File: config.mk
export PLATFORM = sky130hd
export DESIGN_NAME = load_store_unit
export DESIGN_NICKNAME = d
export VERILOG_FILES = /design/src/rtl/load_store_unit.sv
export SDC_FILE = /design/constraint.sdc
export NUM_CORES = 1
export LEC_CHECK = 0
export CORE_ASPECT_RATIO = 0.8
export CORE_MARGIN = 8
export CORE_UTILIZATION = 45
export CTS_CLUSTER_SIZE = 10
export DETAILED_ROUTE_END_ITERATION = 10
export PLACE_DENSITY = 0.82
export SYNTH_ARGS = -nofsm -noshare
export SYNTH_HDL_FRONTEND = slang
export SYNTH_SLANG_ARGS = --single-unit
File: constraint.sdc
create_clock -name i_clk -period 7.2 [get_ports i_clk]
set_clock_uncertainty 0.1 [all_clocks]
set_input_delay 0.72 -clock i_clk [delete_from_list [all_inputs] [get_ports i_clk]]
set_output_delay 0.72 -clock i_clk [all_outputs]
set_load 0.02 [all_outputs]
File: src/rtl/load_store_unit.sv
// Load/store unit: turns core byte/half/word requests into word-wide memory accesses.
// Optional LSU_MISALIGN_TRAP_EN: misaligned requests return an error instead of being force-aligned.
module load_store_unit #(
  parameter int TIMEOUT_CYCLES = 16
) (
  input  logic        i_clk,
  input  logic        i_reset,
  input  logic        i_req_valid,
  output logic        o_req_ready,
  input  logic        i_req_write,
  input  logic [1:0]  i_req_size,
  input  logic        i_req_unsigned,
  input  logic [31:0] i_req_address,
  input  logic [31:0] i_req_data,
  output logic        o_resp_valid,
  output logic [31:0] o_resp_data,
  output logic        o_resp_error,
  output logic        o_mem_valid,
  output logic        o_mem_write,
  output logic [31:0] o_mem_address,
  output logic [31:0] o_mem_write_data,
  output logic [3:0]  o_mem_byte_enable,
  input  logic        i_mem_ready,
  input  logic [31:0] i_mem_read_data
);

  typedef enum logic [1:0] {
    IDLE    = 2'b00,
    ACCESS  = 2'b01,
    RESPOND = 2'b10
  } state_t;

  localparam logic [1:0] SIZE_BYTE = 2'b00;
  localparam logic [1:0] SIZE_HALF = 2'b01;
  localparam logic [1:0] SIZE_WORD = 2'b10;
  localparam logic [7:0] TIMEOUT_LAST = 8'(TIMEOUT_CYCLES - 1);

  state_t      state;
  logic [7:0]  cycle_count;
  logic [1:0]  lat_size;
  logic        lat_unsigned;
  logic [1:0]  lat_offset;

  logic        misaligned;
  logic        req_trap;
  logic [31:0] eff_address;
  logic [3:0]  req_byte_enable;
  logic [31:0] req_write_data;
  logic [31:0] shifted_data;
  logic [31:0] load_data;

  // Request decode: alignment, byte lanes and store-data replication.
  // NOTE: every signal assigned in always_comb gets a default first, so no latch can be inferred.
  always_comb begin
    misaligned      = 1'b0;
    eff_address     = i_req_address;
    req_byte_enable = 4'b0000;
    req_write_data  = 32'h0;
    case (i_req_size)
      SIZE_HALF: misaligned = i_req_address[0];
      SIZE_WORD: misaligned = |i_req_address[1:0];
      default:   misaligned = 1'b0;
    endcase
`ifdef LSU_MISALIGN_TRAP_EN
    req_trap = (i_req_size == 2'b11) || misaligned;
`else
    req_trap = (i_req_size == 2'b11);
    if (i_req_size == SIZE_HALF)      eff_address[0]   = 1'b0;
    else if (i_req_size == SIZE_WORD) eff_address[1:0] = 2'b00;
`endif
    case (i_req_size)
      SIZE_BYTE: begin
        req_byte_enable = 4'b0001 << eff_address[1:0];
        req_write_data  = {4{i_req_data[7:0]}};
      end
      SIZE_HALF: begin
        req_byte_enable = 4'b0011 << {eff_address[1], 1'b0};
        req_write_data  = {2{i_req_data[15:0]}};
      end
      SIZE_WORD: begin
        req_byte_enable = 4'b1111;
        req_write_data  = i_req_data;
      end
      default: begin
        req_byte_enable = 4'b0000;
        req_write_data  = 32'h0;
      end
    endcase
  end

  // Load alignment and extension from the latched request shape.
  always_comb begin
    shifted_data = i_mem_read_data >> {lat_offset, 3'b000};
    case (lat_size)
      SIZE_BYTE: load_data = lat_unsigned ? {24'h0, shifted_data[7:0]}
                                          : {{24{shifted_data[7]}}, shifted_data[7:0]};
      SIZE_HALF: load_data = lat_unsigned ? {16'h0, shifted_data[15:0]}
                                          : {{16{shifted_data[15]}}, shifted_data[15:0]};
      default:   load_data = shifted_data;
    endcase
  end

  // NOTE: sequential state uses non-blocking assignments and an asynchronous reset,
  // so the memory cycle is dropped the instant i_reset rises, not at the next edge.
  always_ff @(posedge i_clk or posedge i_reset) begin
    if (i_reset) begin
      state             <= IDLE;
      cycle_count       <= 8'h0;
      lat_size          <= 2'b00;
      lat_unsigned      <= 1'b0;
      lat_offset        <= 2'b00;
      o_req_ready       <= 1'b1;
      o_resp_valid      <= 1'b0;
      o_resp_data       <= 32'h0;
      o_resp_error      <= 1'b0;
      o_mem_valid       <= 1'b0;
      o_mem_write       <= 1'b0;
      o_mem_address     <= 32'h0;
      o_mem_write_data  <= 32'h0;
      o_mem_byte_enable <= 4'b0000;
    end else begin
      o_resp_valid <= 1'b0;
      case (state)
        IDLE: begin
          if (i_req_valid && o_req_ready) begin
            lat_size          <= i_req_size;
            lat_unsigned      <= i_req_unsigned;
            lat_offset        <= eff_address[1:0];
            o_mem_write       <= i_req_write;
            o_mem_address     <= {eff_address[31:2], 2'b00};
            o_mem_write_data  <= req_write_data;
            o_mem_byte_enable <= req_byte_enable;
            o_req_ready       <= 1'b0;
            cycle_count       <= 8'h0;
            if (req_trap) begin
              state        <= RESPOND;
              o_resp_valid <= 1'b1;
              o_resp_error <= 1'b1;
              o_resp_data  <= 32'h0;
            end else begin
              state       <= ACCESS;
              o_mem_valid <= 1'b1;
            end
          end
        end
        ACCESS: begin
          if (i_mem_ready) begin
            state        <= RESPOND;
            o_mem_valid  <= 1'b0;
            o_resp_valid <= 1'b1;
            o_resp_error <= 1'b0;
            o_resp_data  <= o_mem_write ? 32'h0 : load_data;
          end else if (cycle_count == TIMEOUT_LAST) begin
            // Memory never answered: give up with an error response.
            state        <= RESPOND;
            o_mem_valid  <= 1'b0;
            o_resp_valid <= 1'b1;
            o_resp_error <= 1'b1;
            o_resp_data  <= 32'h0;
          end else begin
            cycle_count <= cycle_count + 8'h1;
          end
        end
        RESPOND: begin
          state       <= IDLE;
          o_req_ready <= 1'b1;
        end
        default: begin
          state       <= IDLE;
          o_req_ready <= 1'b1;
          o_mem_valid <= 1'b0;
        end
      endcase
    end
  end

endmodule

==> run_results.csv, run 1 <==
group,metric,value,unit
synth,synth_flop_cell,"dfrtp_1",
route,first_pass_iters,7,
min_path,hp-class,"reg -> reg",
setup_path,crit_family,"simple AND/OR/NAND/NOR gates",
route,vias_per_cell,5.42,
synth,synth_cell_types,45,
cts,clk_latency,0.41,ns
grt,gr-usage-all-layers,21.5,%
synth,synth-seq-cells,118,
grt,antenna_found_initial,0,
floorplan,ios,209,
route,drcViolationCount,0,
cts,postCtsHoldBufs,0,
timing,final.setup.worst_slack,4.15,ns
pwr,power.total,3.40,mW
route,dr_wl_met3,1700,um
setup_path,cp_num_buf_inv,1,
grt,first_global_vias,5245,
place,port_buffers,206,
grt,grt_max_degree,88,
timing,relSlewSlack,25.0,%
route,routed.top_layer,"met4",
synth,synth_edf_count,0,
grt,grt_overflow,0,
status,status,"finished, final reports clean",
setup_path,cp_slowest_cell,"nor2b_1",
cts,post-cts-setup-buffers,0,
timing,slew_viol_final,0,
flow_run,drv_cap,0,
timing,tightest_slew,1.12,ns
synth,syn_inst,567,
cells_and_area,final_cells,921,
setup_path,cp-startpoint,"i_req_size[1]",
cts,cts_buffer_depth,2,
route,detail-route-antenna-nets,0,
place,gp_congestion,0.872,
cells_and_area,syn_to_final_growth,48.7,%
synth,netlist_area,5470,um2
cts,cts_buffers,17,
cts,clkSlewWorstSetupHoldPaths,0.05,ns
route,wl_met1,7150,um
setup_path,cp_cell_sequence,"clkdlybuf4s50_1 -> nor2b_1 -> a2bb2oi_1 -> o21ai_0",
cts,htree_num_levels,4,
floorplan,die_area,16000,um2
grt,grt_pass1_wl,27400,um
setup_path,crit_type,"in -> reg",
cells_and_area,diodes,0,
route,wl,17000,um
route,via_count,4991,
timing,hold_viol_final,0,
setup_path,critPathCaptureType,"flip-flop",
synth,synth_warnings,0,
pwr,power.density,418,nW/um2
cts,clock-root-buffer,"clkbuf_16",
pwr,p_leak,3.63,nW
timing,holdWs,0.363,ns
cts,tritoncts,"built",
timing,post-route-min-period,3.05,ns
timing,setup-violations-final,0,
setup_path,timing.rr.start,"lat_offset[1]",
cts,cts_sinks,118,
floorplan,die-width,139,um
timing,rsz0062_at_grt,"false",
cells_and_area,layout_common_cells,"clkdlybuf4s50_1, nand2_1, dfrtp_1",
setup_path,crit_arrival,3.25,ns
pwr,peakVddDrop,0.000245,V
cts,cts_resized,0,
synth,ys_seq_area_share,54.0,%
floorplan,start_util,45.5,%
timing,max_freq,0.327,GHz
route,drt-initial-drc-count,353,
setup_path,cp_max_fo,33,
setup_path,required,7.40,ns
cells_and_area,final_common_cell,"clkdlybuf4s50_1",
floorplan,num_rows,36,
setup_path,slowest_delay,1.13,ns
route,wl_per_cell,18.5,um
place,dp_hpwl,12400,um
floorplan,design.core.area,12000,um2
cells_and_area,nets,861,
setup_path,startpoint_type,"primary input",
min_path,hold_start,"o_mem_write_data[5]",
route,route.met2.wl,7910,um
place,pre_cts_ws,3.80,ns
synth,async_reset_ff_share,100,%
cells_and_area,layout-drive-gt1-share,6.50,%
place,dp_cells,889,
timing,setup_tns,0,ns
timing,post-route-period-util,42.4,%
synth,avgSynthCellArea,9.64,um2
floorplan,die_h,115,um
==> worst paths after layout <==
| check | endpoint | slack [ns] | cells past startpoint |
|---|---|---|---|
| worst max-delay path | o_mem_write_data[11] | 4.15 | 4 |
| worst min-delay path | o_mem_write_data[5] | 0.36 | 2 |
| worst max register to register | o_resp_data[11] | 4.86 | 4 |
| worst min register to register | o_mem_write_data[5] | 0.36 | 2 |
| max in group asynchronous | o_resp_data[19] | 5.03 | 3 |
| min in group asynchronous | o_mem_address[27] | 0.56 | 2 |
==> flip-flops by register name, summed over array words and instances, names as in the netlist <==
signal,cells
o_mem_write_data,32
o_resp_data,32
o_mem_address,30
cycle_count,8
o_mem_byte_enable,4
lat_offset,2
lat_size,2
state,2
lat_unsigned,1
o_mem_valid,1
o_mem_write,1
o_req_ready,1
o_resp_error,1
o_resp_valid,1
==> logic make-up (layout without fill, tap and decap cells) <==
family | Yosys count | after routing | synth area share [%]
compound gates | 140 | 140 | 17.4
xor+xnor | 3 | 3 | 0.481
fa+ha+maj | 1 | 1 | 0.229
buf+inv | 48 | 249 | 3.91
flops | 118 | 118 | 54.0
mux | 25 | 25 | 4.99
other cells | 1 | 2 | 0.0686
simple gates | 231 | 231 | 18.9
==> layout make-up <==
class / instances / area [um2]
fill: 882 / 3900
sequential: 118 / 2950
multi-input combinational: 402 / 2310
timing repair buffer: 211 / 2100
clock buffer: 23 / 478
tap: 152 / 190
clock inverter: 9 / 76.3
inverter: 6 / 25.0
==> cells in the mapped netlist (8+ instances only) <==
library cell / n / area (um2)
nand2_1: 155 / 582
dfrtp_1: 117 / 2930
a21oi_1: 43 / 215
o21ai_0: 34 / 170
nor2_1: 22 / 82.6
clkbuf_1: 21 / 78.8
mux2i_1: 19 / 190
a2bb2oi_1: 16 / 140
nand3_1: 15 / 75.1
nor2b_1: 14 / 87.6
a221o_1: 12 / 120
buf_2: 9 / 45.0
nand3b_1: 9 / 67.6
buf_1: 8 / 30.0
o2bb2ai_1: 8 / 70.1
==> tightest hold or removal path, cell delays in order, from the launching register on <==
cell and delay (ns):
dfrtp_1 0.34, nand2_1 0.05, nand2_1 0.05
==> metal layers <==
metal	global-route usage, %	vias to the layer above
met2	33.9	206
met5	0	-
li1	-	2343
met4	6.78	0
met3	9.75	20
met1	25.7	2422
==> per-stage QoR <==
step | utilization [%] | area [um2]
final | 67.6 | 8130
after global routing | 67.6 | 8130
after CTS | 67.6 | 8130
after detailed placement | 63.0 | 7580
after global placement | 63.0 | 7580
after floorplan | - | 5470
==> report_power, final <==
group	switching (mW)	internal [mW]	leakage [nW]
sequential	0.187	0.926	1.51
combinational	0.812	0.693	1.84
clock	0.284	0.498	0.276
total	1.28	2.12	3.63
Note: power is estimated with default switching activity, not from simulation.
==> run 2, diff against run 1 <==
- CORE_UTILIZATION: 45 -> 40
- PLACE_DENSITY: 0.82 -> 0.77
- clock period: 7.2 -> 2.5 ns (I/O delays scaled with it)
==> run 2 against run 1 <==
Register-to-register slack got worse by 4.5 ns; critical endpoint is now o_mem_byte_enable[2]; non-clock buffer count increased by 13; global-route usage down 1.4 points; die area increased by 11%; count of clock-buffer cells in the layout grew 1; core utilization decreased by 5.7 points; via count increased by 1.4%; worst hold slack worse by 0.11 ns.
==> run_results.csv, run 2 (synthesis gave the netlist of run 1 again) <==
group,metric,value,unit
pwr,power.total,9.89,mW
setup_path,crit_family,"flip-flops",
setup_path,crit_arrival,2.30,ns
place,dp_hpwl,13400,um
flow_run,drv_cap,0,
timing,max_freq,0.477,GHz
floorplan,die_area,17700,um2
grt,grt_max_degree,66,
timing,setup_tns,0,ns
timing,post-route-min-period,2.10,ns
floorplan,die_h,121,um
cts,clkSlewWorstSetupHoldPaths,0.05,ns
cts,cts_buffers,17,
cells_and_area,syn_to_final_growth,52.5,%
setup_path,r2r_end,"o_mem_byte_enable[2]",
setup_path,cp_cell_sequence,"and4bb_2 -> buf_4 -> nand2_1 -> o21ai_0",
cells_and_area,fillerInstances,1093,
setup_path,timing.rr.start,"o_req_ready",
route,vias_per_cell,5.26,
min_path,hp-class,"in -> async",
cts,postCtsHoldBufs,0,
cts,cts_buffer_depth,2,
setup_path,startpoint_type,"flip-flop",
route,first_pass_iters,7,
cells_and_area,layout-drive-gt1-share,7.93,%
timing,post-route-period-util,83.9,%
cells_and_area,final_core_util,61.9,%
timing,slew_viol_final,0,
cells_and_area,final_common_cell,"clkdlybuf4s50_1",
setup_path,rrSetupSlack,0.40,ns
grt,grt_pass1_wl,28600,um
setup_path,cp_max_fo,65,
route,detail-route-antenna-nets,0,
grt,use_met2,32.6,%
cts,tritoncts,"built",
cells_and_area,nets,874,
place,port_buffers,206,
setup_path,required,2.71,ns
cells_and_area,largest_registers,"o_mem_write_data x32, o_resp_data x32, o_mem_address x30",
route,drcViolationCount,0,
grt,first_global_vias,5420,
grt,antenna_found_initial,0,
cts,cts_resized,0,
cts,clock-root-buffer,"clkbuf_16",
timing,tightest_slew,0.754,ns
floorplan,num_rows,38,
pwr,p_leak,3.71,nW
route,wl_per_cell,18.3,um
grt,gr-usage-all-layers,20.1,%
setup_path,crit_type,"reg -> reg",
grt,use_met1,23.7,%
timing,setup-violations-final,0,
floorplan,die-width,147,um
route,drt-initial-drc-count,357,
pwr,peakVddDrop,0.000846,V
place,dp_cells,930,
route,via_count,5060,
setup_path,cp_slowest_cell,"dfstp_2",
setup_path,rr_worst_depth,4,
cts,htree_num_levels,4,
status,status,"finished, final reports clean",
grt,grtUsageMet3,8.55,%
cts,cts_sinks,118,
cells_and_area,final_cells,962,
cells_and_area,diodes,0,
grt,grt_overflow,0,
floorplan,ios,209,
floorplan,start_util,40.6,%
timing,relSlewSlack,49.6,%
route,wl,17600,um
timing,hold_viol_final,0,
cts,clk_latency,0.40,ns
setup_path,slowest_delay,0.58,ns
timing,rsz0062_at_grt,"false",
place,gp_congestion,0.873,
setup_path,cp_num_buf_inv,1,
grt,busiest_layer,"met2",
cells_and_area,layout_common_cells,"clkdlybuf4s50_1, nand2_1, dfrtp_1",
floorplan,design.core.area,13500,um2
cts,post-cts-setup-buffers,0,
pwr,power.density,1190,nW/um2
setup_path,critPathCaptureType,"flip-flop",
## run 2: worst max path at each step
stage                startpoint  cells past startpoint  slack [ns]                    to
floorplan           o_req_ready                      6        0.65       o_resp_data[19]
global placement    i_req_valid                      5        0.31  o_mem_byte_enable[2]
detailed placement  i_req_valid                      5        0.22  o_mem_byte_enable[2]
CTS                 o_req_ready                      4        0.39  o_mem_byte_enable[2]
global route        o_req_ready                      4        0.29  o_mem_byte_enable[2]
finish              o_req_ready                      4        0.40  o_mem_byte_enable[2]
## run 2: final cells by class
type / count / area, um2 / area share [%]
flip-flops and latches: 118 / 2950 / 35.4
multi-input cells: 402 / 2310 / 27.8
repair buffers: 224 / 2260 / 27.1
clock buffers: 24 / 482 / 5.78
well taps: 180 / 225 / 2.70
clock inverters: 8 / 73.8 / 0.886
inverters: 6 / 26.3 / 0.315
## run 2: per-stage QoR
stage	setup WS [ns]	hold slack, ns	area, um2
finish	0.403	0.256	8340
global route	0.288	0.258	8340
CTS	0.391	0.255	8340
detailed placement	0.218	0.356	7780
global placement	0.311	0.350	7780
floorplan	0.647	0.255	5470
## run 2: where the power goes
part / internal [mW] / total (mW) / switching, mW
Clock: 1.44 / 2.26 / 0.819
Sequential: 2.67 / 3.16 / 0.495
Combinational: 2.05 / 4.47 / 2.42
Total: 6.16 / 9.89 / 3.73
## run 2: metal layers
| metal | routed length (um) | part of all wire (%) |
|---|---|---|
| met3 | 1800 | 10 |
| met4 | 290 | 1.7 |
| met5 | 0 | 0 |
| met1 | 7190 | 41 |
| met2 | 8270 | 47 |
## run 2: worst register-to-register path, delay by kind of cell, from the launching register on
kind	cells	cell delay, ns
flops	1	0.58
buf+inv	1	0.53
simple gates	2	0.52
compound gates	1	0.26
